**src/rtl/multicycle_controller.sv**
```systemverilog
// Multicycle LEGv8 controller: owns the instruction register and sequences
// FETCH/DECODE/EXEC/MEM/WB, with memory wait handshakes and a bounded wait timeout.
module multicycle_controller #(
    parameter int unsigned INSTR_W    = 32,
    parameter int unsigned REG_ADDR_W = 5,
    parameter int unsigned WAIT_MAX   = 15
) (
    input  logic                  clk_i,
    input  logic                  reset_i,
    input  logic [INSTR_W-1:0]    instruction_i,
    input  logic                  imem_ready_i,
    input  logic                  dmem_ready_i,
    input  logic                  alu_zero_i,
    output logic                  imem_req_o,
    output logic                  ir_write_o,
    output logic                  pc_write_o,
    output logic                  pc_src_o,
    output logic                  mem_read_o,
    output logic                  mem_write_o,
    output logic                  mem_to_reg_o,
    output logic [1:0]            alu_op_o,
    output logic                  alu_src_o,
    output logic                  reg_write_o,
    output logic [REG_ADDR_W-1:0] read_register1_o,
    output logic [REG_ADDR_W-1:0] read_register2_o,
    output logic [REG_ADDR_W-1:0] write_register_o,
    output logic                  illegal_o,
    output logic                  mem_timeout_o
);

    localparam int unsigned OP_W  = 11;
    localparam int unsigned CNT_W = 8;

    typedef enum logic [2:0] {
        S_FETCH  = 3'd0,
        S_DECODE = 3'd1,
        S_EXEC   = 3'd2,
        S_MEM    = 3'd3,
        S_WB     = 3'd4
    } state_e;

    state_e             state_q, state_d;
    logic [INSTR_W-1:0] ir_q;
    logic [CNT_W-1:0]   cnt_q, cnt_d;

    logic [OP_W-1:0] opcode;
    logic            is_rtype, is_ldur, is_stur, is_cbz, is_b, is_legal;
    logic            wait_hit, timeout;
    logic            unused_ir;

    assign opcode    = ir_q[INSTR_W-1 -: OP_W];
    // Only opcode and register fields are consumed; immediates belong to the datapath.
    assign unused_ir = ^ir_q;

    // Opcode decode from the held instruction
    always_comb begin
        is_rtype = (opcode == 11'b10001011000) || (opcode == 11'b11001011000) ||
                   (opcode == 11'b10001010000) || (opcode == 11'b10101010000);
        is_ldur  = (opcode == 11'b11111000010);
        is_stur  = (opcode == 11'b11111000000);
        is_cbz   = (opcode[10:3] == 8'b10110100);
        is_b     = (opcode[10:5] == 6'b000101);
        is_legal = is_rtype || is_ldur || is_stur || is_cbz || is_b;
    end

    // This cycle is the WAIT_MAX-th consecutive one without ready
    assign wait_hit = (cnt_q == CNT_W'(WAIT_MAX - 1));

    always_ff @(posedge clk_i) begin
        if (reset_i) begin
            state_q <= S_FETCH;
            ir_q    <= '0;
            cnt_q   <= '0;
        end else begin
            state_q <= state_d;
            cnt_q   <= cnt_d;
            if (ir_write_o) ir_q <= instruction_i;
        end
    end

    // Next state and control outputs
    always_comb begin
        state_d          = state_q;
        cnt_d            = cnt_q;
        timeout          = 1'b0;
        imem_req_o       = 1'b0;
        ir_write_o       = 1'b0;
        pc_write_o       = 1'b0;
        pc_src_o         = 1'b0;
        mem_read_o       = 1'b0;
        mem_write_o      = 1'b0;
        mem_to_reg_o     = 1'b0;
        alu_op_o         = 2'b00;
        alu_src_o        = 1'b0;
        reg_write_o      = 1'b0;
        illegal_o        = 1'b0;
        mem_timeout_o    = 1'b0;
        read_register1_o = '0;
        read_register2_o = '0;
        write_register_o = '0;

        case (state_q)
            S_FETCH: begin
                imem_req_o = 1'b1;
                if (imem_ready_i) begin
                    ir_write_o = 1'b1;
                    pc_write_o = 1'b1;
                    state_d    = S_DECODE;
                end else if (wait_hit) begin
                    timeout = 1'b1;
                end else begin
                    cnt_d = cnt_q + CNT_W'(1);
                end
            end
            S_DECODE: begin
                if (is_legal) begin
                    state_d = S_EXEC;
                end else begin
                    illegal_o = 1'b1;
                    state_d   = S_FETCH;
                end
            end
            S_EXEC: begin
                if (is_rtype) begin
                    alu_op_o = 2'b10;
                    state_d  = S_WB;
                end else if (is_ldur || is_stur) begin
                    alu_src_o = 1'b1;
                    state_d   = S_MEM;
                end else if (is_cbz) begin
                    alu_op_o   = 2'b01;
                    pc_write_o = alu_zero_i;
                    pc_src_o   = alu_zero_i;
                    state_d    = S_FETCH;
                end else begin
                    pc_write_o = 1'b1;
                    pc_src_o   = 1'b1;
                    state_d    = S_FETCH;
                end
            end
            S_MEM: begin
                mem_read_o  = is_ldur;
                mem_write_o = is_stur;
                if (dmem_ready_i) begin
                    state_d = is_ldur ? S_WB : S_FETCH;
                end else if (wait_hit) begin
                    timeout = 1'b1;
                    state_d = S_FETCH;
                end else begin
                    cnt_d = cnt_q + CNT_W'(1);
                end
            end
            S_WB: begin
                reg_write_o  = 1'b1;
                mem_to_reg_o = is_ldur;
                state_d      = S_FETCH;
            end
            default: state_d = S_FETCH;
        endcase

        if (timeout || (state_d != state_q)) cnt_d = '0;
        mem_timeout_o = timeout;

        if (state_q != S_FETCH) begin
            read_register1_o = REG_ADDR_W'(ir_q[9:5]);
            read_register2_o = (is_stur || is_cbz) ? REG_ADDR_W'(ir_q[4:0])
                                                   : REG_ADDR_W'(ir_q[20:16]);
            write_register_o = REG_ADDR_W'(ir_q[4:0]);
        end

        // Reset forces a quiet interface regardless of state
        if (reset_i) begin
            imem_req_o       = 1'b0;
            ir_write_o       = 1'b0;
            pc_write_o       = 1'b0;
            pc_src_o         = 1'b0;
            mem_read_o       = 1'b0;
            mem_write_o      = 1'b0;
            mem_to_reg_o     = 1'b0;
            alu_op_o         = 2'b00;
            alu_src_o        = 1'b0;
            reg_write_o      = 1'b0;
            illegal_o        = 1'b0;
            mem_timeout_o    = 1'b0;
            read_register1_o = '0;
            read_register2_o = '0;
            write_register_o = '0;
        end
    end

endmodule

```
**config.mk**
```make
export PLATFORM = sky130hd
export DESIGN_NAME = multicycle_controller
export DESIGN_NICKNAME = d
export VERILOG_FILES = /design/src/rtl/multicycle_controller.sv
export SDC_FILE = /design/constraint.sdc
export NUM_CORES = 1
export LEC_CHECK = 0
export BUFFER_PORTS_ARGS = -buffer_cell sky130_fd_sc_hd__buf_2
export CELL_PAD_IN_SITES_DETAIL_PLACEMENT = 1
export CELL_PAD_IN_SITES_GLOBAL_PLACEMENT = 1
export CORE_AREA = 2 2 78 80
export CTS_BUF_LIST = sky130_fd_sc_hd__clkbuf_8 sky130_fd_sc_hd__clkbuf_16
export DETAILED_ROUTE_END_ITERATION = 10
export DIE_AREA = 0 0 80 82
export PLACE_DENSITY_LB_ADDON = 0.1
export SLEW_MARGIN = 20
export SYNTH_ARGS = -nofsm -noshare
export SYNTH_HDL_FRONTEND = slang
export SYNTH_SLANG_ARGS = --single-unit
export TNS_END_PERCENT = 50
```
**constraint.sdc**
```tcl
create_clock -name clk_i -period 2.15 [get_ports clk_i]
set_input_delay 0.43 -clock clk_i [delete_from_list [all_inputs] [get_ports clk_i]]
set_output_delay 0.43 -clock clk_i [all_outputs]
set_load 0.02 [all_outputs]
```
==> results.yml, run 1 <==
critical_path:
  max_stage_delay_ns: 0.41
  worst_ep_required_time_ns: 1.72
  cp_cell_sequence: "buf_4, or3b_4, nor2_2, nand2_1, a21oi_2, buf_4"
  end_kind: "output pin"
  crit_fanout: 6
  critPathLaunchType: "flop"
  path_delay_family: "simple AND/OR/NAND/NOR gates"
  path_buf_inv: 2
  r2r-start: "state_q[2]"
  cp.arrival_ns: 1.71
  path_common_cell: "buf_4"
  crit_slowest_cell: "or3b_4"
  path_class: "flop to output pin"
  startpoint: "state_q[1]"
sta:
  final-hold-violation-count: 0
  max_freq_mhz: 468
  rsz0062_at_grt: "true"
  finalCritPeriodShare_pct: 99.4
  slew_headroom_pct: 67.6
  worstMarginPinSlew_ns: 0.485
  slew_viol_final: 0
  setup_violations: 0
  min_period_ns: 2.14
  fin_skew_ns: 0.00643
floorplanning:
  die_y_microns: 82
  ios: 65
  start_util_pct: 36.1
  fp.dieW_microns: 80
  core_sq_um: 5750
  num_rows: 28
  dieArea_sq_um: 6560
outcome:
  outcome: "complete, no violations"
detailed_routing:
  num_vias: 2021
  vias_per_cell: 5.08
  drc: 0
  wl_per_cell_microns: 14.2
  drt_wl_total_mm: 5.65
  ant_nets: 0
  first_pass_iters: 4
  drtIter0Drc: 42
layout:
  layout-drive-gt1-share_pct: 42.1
  multiInputGateArea_sq_um: 1350
  antenna_cells: 0
  utilization_pct: 49.2
  area_delta_synth_final_pct: 36.2
  final_nets: 362
  fin_area_sq_um: 2830
  seq_area_sq_um: 753
  stdcell_count: 398
  num-fill-cells: 725
clock_tree:
  cts_root_buffer: "clkbuf_8"
  clock-sinks: 37
  insertion_delay_ns: 0.29
  cts_tree: "done"
  htree_levels: 2
  numCtsBuffers: 5
  clk_pin_slew_ns: 0.08
  clock_path_buffers: 2
yosys:
  synth_area_sq_um: 2070
  synth_compound_area_share_pct: 12.9
  synthAdderAreaFrac_pct: 1.21
  synthArstFlopShare_pct: 0
  synth_xor_area_share_pct: 1.27
  synthCells: 249
  synthSimpleGateAreaFrac_pct: 33.8
  synth_top_family_by_area: "simple AND/OR/NAND/NOR gates"
  yosysUniqueCellTypes: 51
  syn-num-nets: 288
  synth_top_area_share_pct: 35.7
  ys.flop_type: "dfxtp_1"
  seq_area_frac_synth_pct: 35.7
  syn_avg_cell_area_sq_um: 8.33
  synthTopCellsByArea: "dfxtp_1 36%, nand2_1 6.5%, mux2_2 6.0%, nand3b_1 3.6%, mux2i_1 3.4%"
  ys_seq_elements: 37
  synth_top_area_cell: "dfxtp_1"
  synth_edf_count: 0
  synthMuxAreaShare_pct: 9.35
  yosysWarningCount: 0
power:
  pwr-share-seq_pct: 51.3
  p_per_area_nw_per_um2: 520
  switching_share_pct: 26.3
  vdd_drop_max_uv: 244
  comb_power_share_pct: 14.9
  switchingPower_w: 0.000386
  p_clk_share_pct: 33.8
  power.leakage_nw: 1.27
  p_int_w: 0.00108
worst_hold_path:
  worstHoldStart: "instruction_i[27]"
  hp-class: "input pin to flop"
global_route:
  antenna_found_initial: 0
  track_usage_pct: 17.3
  grt_max_degree: 19
  grt_pass1_vias: 1972
  grt_pass1_wl_mm: 9.00
  grt_overflow_total: 0
placement:
  port-buffer-count: 58
  place.detailed.hpwl_mm: 3.98
  finalWeightedCongestion: 0.752
  place_area_sq_um: 2540
  dp_cells: 387
run:
  maxCapViolations: 0
[cells in the mapped netlist, drive strengths merged (5+ instances only)]
cell and instances:
a21oi 9, and2 6, and3 5, buf 7, clkbuf 7, dfxtp 37, inv 15, mux2 11
mux2i 7, nand2 36, nand3 6, nand3b 10, nor2 13, nor2b 11, nor3 8, o21ai 14
[power groups by stage]
stage,logic [W],clock network [W],registers [W]
2_1_floorplan,0.000125,0,0.000756
3_3_place_gp,0.000195,0,0.000763
3_5_place_dp,0.000198,0,0.000763
4_1_cts,0.000205,0.000519,0.000750
5_1_grt,0.000244,0.000549,0.000760
6_report,0.000219,0.000497,0.000753
[cell usage in the layout (no fill, tap or decap), types with 3 or more instances in the layout]
master    netlist  final
buf_2           5     49
nand2_1        36     34
buf_4           1     31
dfxtp_1        37     29
inv_1          15     16
nor2_1         13     11
nor2b_1        11     11
mux2_2         11     11
o21ai_0        13     11
nand3b_1       10     10
a21oi_1         9      8
mux2i_1         7      7
dfxtp_2         0      7
and2_1          6      6
clkbuf_8        0      6
nor3_1          8      5
and3_1          5      4
nand3_1         6      3
nand3_2         0      3
nor3_2          0      3
o211ai_1        3      3
a211oi_1        3      3
[sequential cells by signal, indices dropped and copies added, names as in the netlist]
signal   count
state_q      3
cnt_q        8
ir_q        26
[final cells by class]
class	count	share of cell area, %
inverter	15	1.99
multi-input combinational	183	47.7
clock buffer	6	2.92
sequential	37	26.7
tap	75	3.32
clock inverter	1	0.133
timing repair buffer	81	17.3
[cells by family after synthesis]
kind of cell	Yosys count
xor gates and xnor gates	3
DFF	37
and+or+nand+nor	121
adders and majority gates	2
AOI/OAI and AO/OA	39
muxes	18
buffers and inverters	29
[path summary, 6_finish.rpt]
| path | endpoint | slack (ns) | cells past startpoint |
|---|---|---|---|
| max | illegal_o | 0.01 | 6 |
| min | ir_q[27] | 0.36 | 2 |
| max reg2reg | cnt_q[7] | 0.20 | 6 |
| min reg2reg | ir_q[6] | 0.45 | 2 |
[layer usage]
| layer | up-vias | GRT usage, % | share of wire (%) |
|---|---|---|---|
| met5 | - | 0 | 0 |
| met4 | 0 | 4.58 | 0.97 |
| met3 | 6 | 3.41 | 3.7 |
| met2 | 37 | 29.5 | 48 |
| met1 | 957 | 22.4 | 48 |
| li1 | 1021 | - | - |
[stage by stage]
stage          setup TNS [ns]  worst slack, ns  power [W]  hold slack, ns
5_1_grt                -0.272          -0.0627    0.00155           0.365
6_report                    0           0.0123    0.00147           0.362
3_5_place_dp                0            0.147   0.000962           0.444
4_1_cts                     0           0.0113    0.00147           0.360
3_3_place_gp                0            0.170   0.000957           0.439
2_1_floorplan         -0.0628          -0.0528   0.000881           0.432
[what timing repair did]
action / CTS / global route
setup buffers: 1 / 3
resized for setup: 18 / 29
pin swaps: 4 / 5
hold buffers: 0 / 0
hold endpoints to repair: 0 / 0
setup endpoints to repair: 13 / 15
(Power assumes the default switching activity.)
==> run 2: changes to the inputs <==
==> constraint.sdc (replaced) <==
create_clock -name clk_i -period 2.15 [get_ports clk_i]
set_input_delay 0.43 -clock clk_i [delete_from_list [all_inputs] [get_ports clk_i]]
set_output_delay 0.43 -clock clk_i [all_outputs]
set_load 0.01 [all_outputs]
==> results.yml, run 2 (synthesis results as in run 1) <==
outcome:
  outcome: "complete, no violations"
detailed_routing:
  ant_nets: 0
  num_vias: 2015
  drt_wl_total_mm: 5.74
  first_pass_iters: 4
  drc: 0
  wl_per_cell_microns: 14.4
  vias_per_cell: 5.06
  drtIter0Drc: 61
layout:
  utilization_pct: 48.5
  area_delta_synth_final_pct: 34.2
  layout-drive-gt1-share_pct: 41.8
  regMostFlops: "ir_q"
  num-fill-cells: 740
  multiInputGateArea_sq_um: 1340
  antenna_cells: 0
  stdcell_count: 398
  final_nets: 361
  final_cell_mix: "58 x buf_2, 35 x nand2_1, 30 x dfxtp_1, 22 x buf_4, 14 x inv_1"
  reg.largest.list: "ir_q: 26 flops, cnt_q: 8 flops, state_q: 3 flops"
  seq_area_sq_um: 754
  largest_register_ffs: 26
  final_common_cell: "buf_2"
sta:
  final-hold-violation-count: 0
  worstMarginPinSlew_ns: 0.477
  setup_violations: 0
  min_period_ns: 2.14
  rsz0062_at_grt: "true"
  slew_headroom_pct: 68.1
  finalCritPeriodShare_pct: 99.5
  fin_hold_ws_ns: 0.357
  fin_skew_ns: 0.00477
  slew_viol_final: 0
  max_freq_mhz: 467
clock_tree:
  htree_levels: 2
  clk_pin_slew_ns: 0.08
  cts_tree: "done"
  insertion_delay_ns: 0.29
  clock-sinks: 37
  clock_path_buffers: 2
  cts_root_buffer: "clkbuf_8"
  cts-hold-fix-buffers: 0
  numCtsBuffers: 5
global_route:
  grt_pass1_wl_mm: 9.34
  use_met2_pct: 30.8
  track_usage_pct: 18.1
  antenna_found_initial: 0
  grt_max_degree: 16
  use_met1_pct: 23.2
  grt-busiest-layer: "met2"
  met3_usage_pct: 3.85
  grt_pass1_vias: 1971
  grt_overflow_total: 0
power:
  power.leakage_nw: 1.25
  p_per_area_nw_per_um2: 519
  vdd_drop_max_uv: 311
placement:
  port-buffer-count: 58
  finalWeightedCongestion: 0.774
  dp_cells: 386
  place.detailed.hpwl_mm: 4.04
critical_path:
  r2r_cells: 8
  crit_path_end: "read_register2_o[0]"
  crit_fanout: 6
  end_kind: "output pin"
  path_class: "flop to output pin"
  critPathLaunchType: "flop"
  cp.arrival_ns: 1.71
  r2r-end: "state_q[1]"
  rrSetupSlack_ns: 0.25
  worst_ep_required_time_ns: 1.72
  startpoint: "ir_q[24]"
  r2r-start: "cnt_q[0]"
floorplanning:
  fp.dieW_microns: 80
  die_y_microns: 82
  dieArea_sq_um: 6560
  num_rows: 28
  start_util_pct: 36.1
  core_sq_um: 5750
  ios: 65
run:
  maxCapViolations: 0
worst_hold_path:
  hp-class: "input pin to flop"
-- run 2: what timing repair did --
item / in CTS / in global routing
setup endpoints to repair: 11 / 16
gates resized for setup: 16 / 20
buffers inserted: 2 / 2
pin swaps: 4 / 4
-- run 2: metrics by stage --
stage          TNS [ns]  area, sq um  power (W)  setup slack [ns]
3_5_place_dp          0         2530   0.000955             0.132
3_3_place_gp          0         2530   0.000949             0.149
2_1_floorplan         0         2070   0.000874             0.161
6_report              0         2780    0.00144            0.0101
5_1_grt          -0.521         2780    0.00153           -0.0693
4_1_cts        -0.00815         2690    0.00146          -0.00815
-- run 2: how the worst min path moves through the flow --
stage / depth (start not counted) / slack [ns] / to / start
5_1_grt: 2 / 0.35 / ir_q[21] / instruction_i[21]
3_3_place_gp: 2 / 0.44 / ir_q[7] / ir_q[7]
4_1_cts: 2 / 0.35 / ir_q[29] / instruction_i[29]
2_1_floorplan: 2 / 0.43 / ir_q[5] / ir_q[5]
6_report: 2 / 0.36 / ir_q[29] / instruction_i[29]
3_5_place_dp: 2 / 0.44 / ir_q[5] / ir_q[5]
-- run 2: power breakdown --
group	internal, W	total [W]	switching, W
clock network	0.000224	0.000485	0.000261
logic	0.000103	0.000206	0.000103
registers	0.000722	0.000753	0.0000308
total	0.00105	0.00144	0.000395
-- run 2: worst max-delay path, stage by stage, from the launching register on --
cell and delay (ns):
dfxtp_2 0.34, and4bb_4 0.38, nand3_2 0.11, o21a_4 0.28
mux2i_1 0.16, buf_2 0.15
-- run 2: area by class of cell --
class | instances | share of cell area, %
Clock buffer | 5 | 2.47
Inverter | 15 | 2.02
Tap cell | 75 | 3.37
Multi-Input combinational cell | 183 | 48.0
Clock inverter | 3 | 0.629
Timing Repair Buffer | 80 | 16.4
Sequential cell | 37 | 27.1
-- run 2: per-layer routing --
metal / part of all wire (%) / wire [microns] / vias to the layer above
met2: 50 / 2850 / 38
met1: 46 / 2620 / 951
met5: 0 / 0 / -
met3: 3.8 / 218 / 6
met4: 1.0 / 59 / 0
li1: - / - / 1020
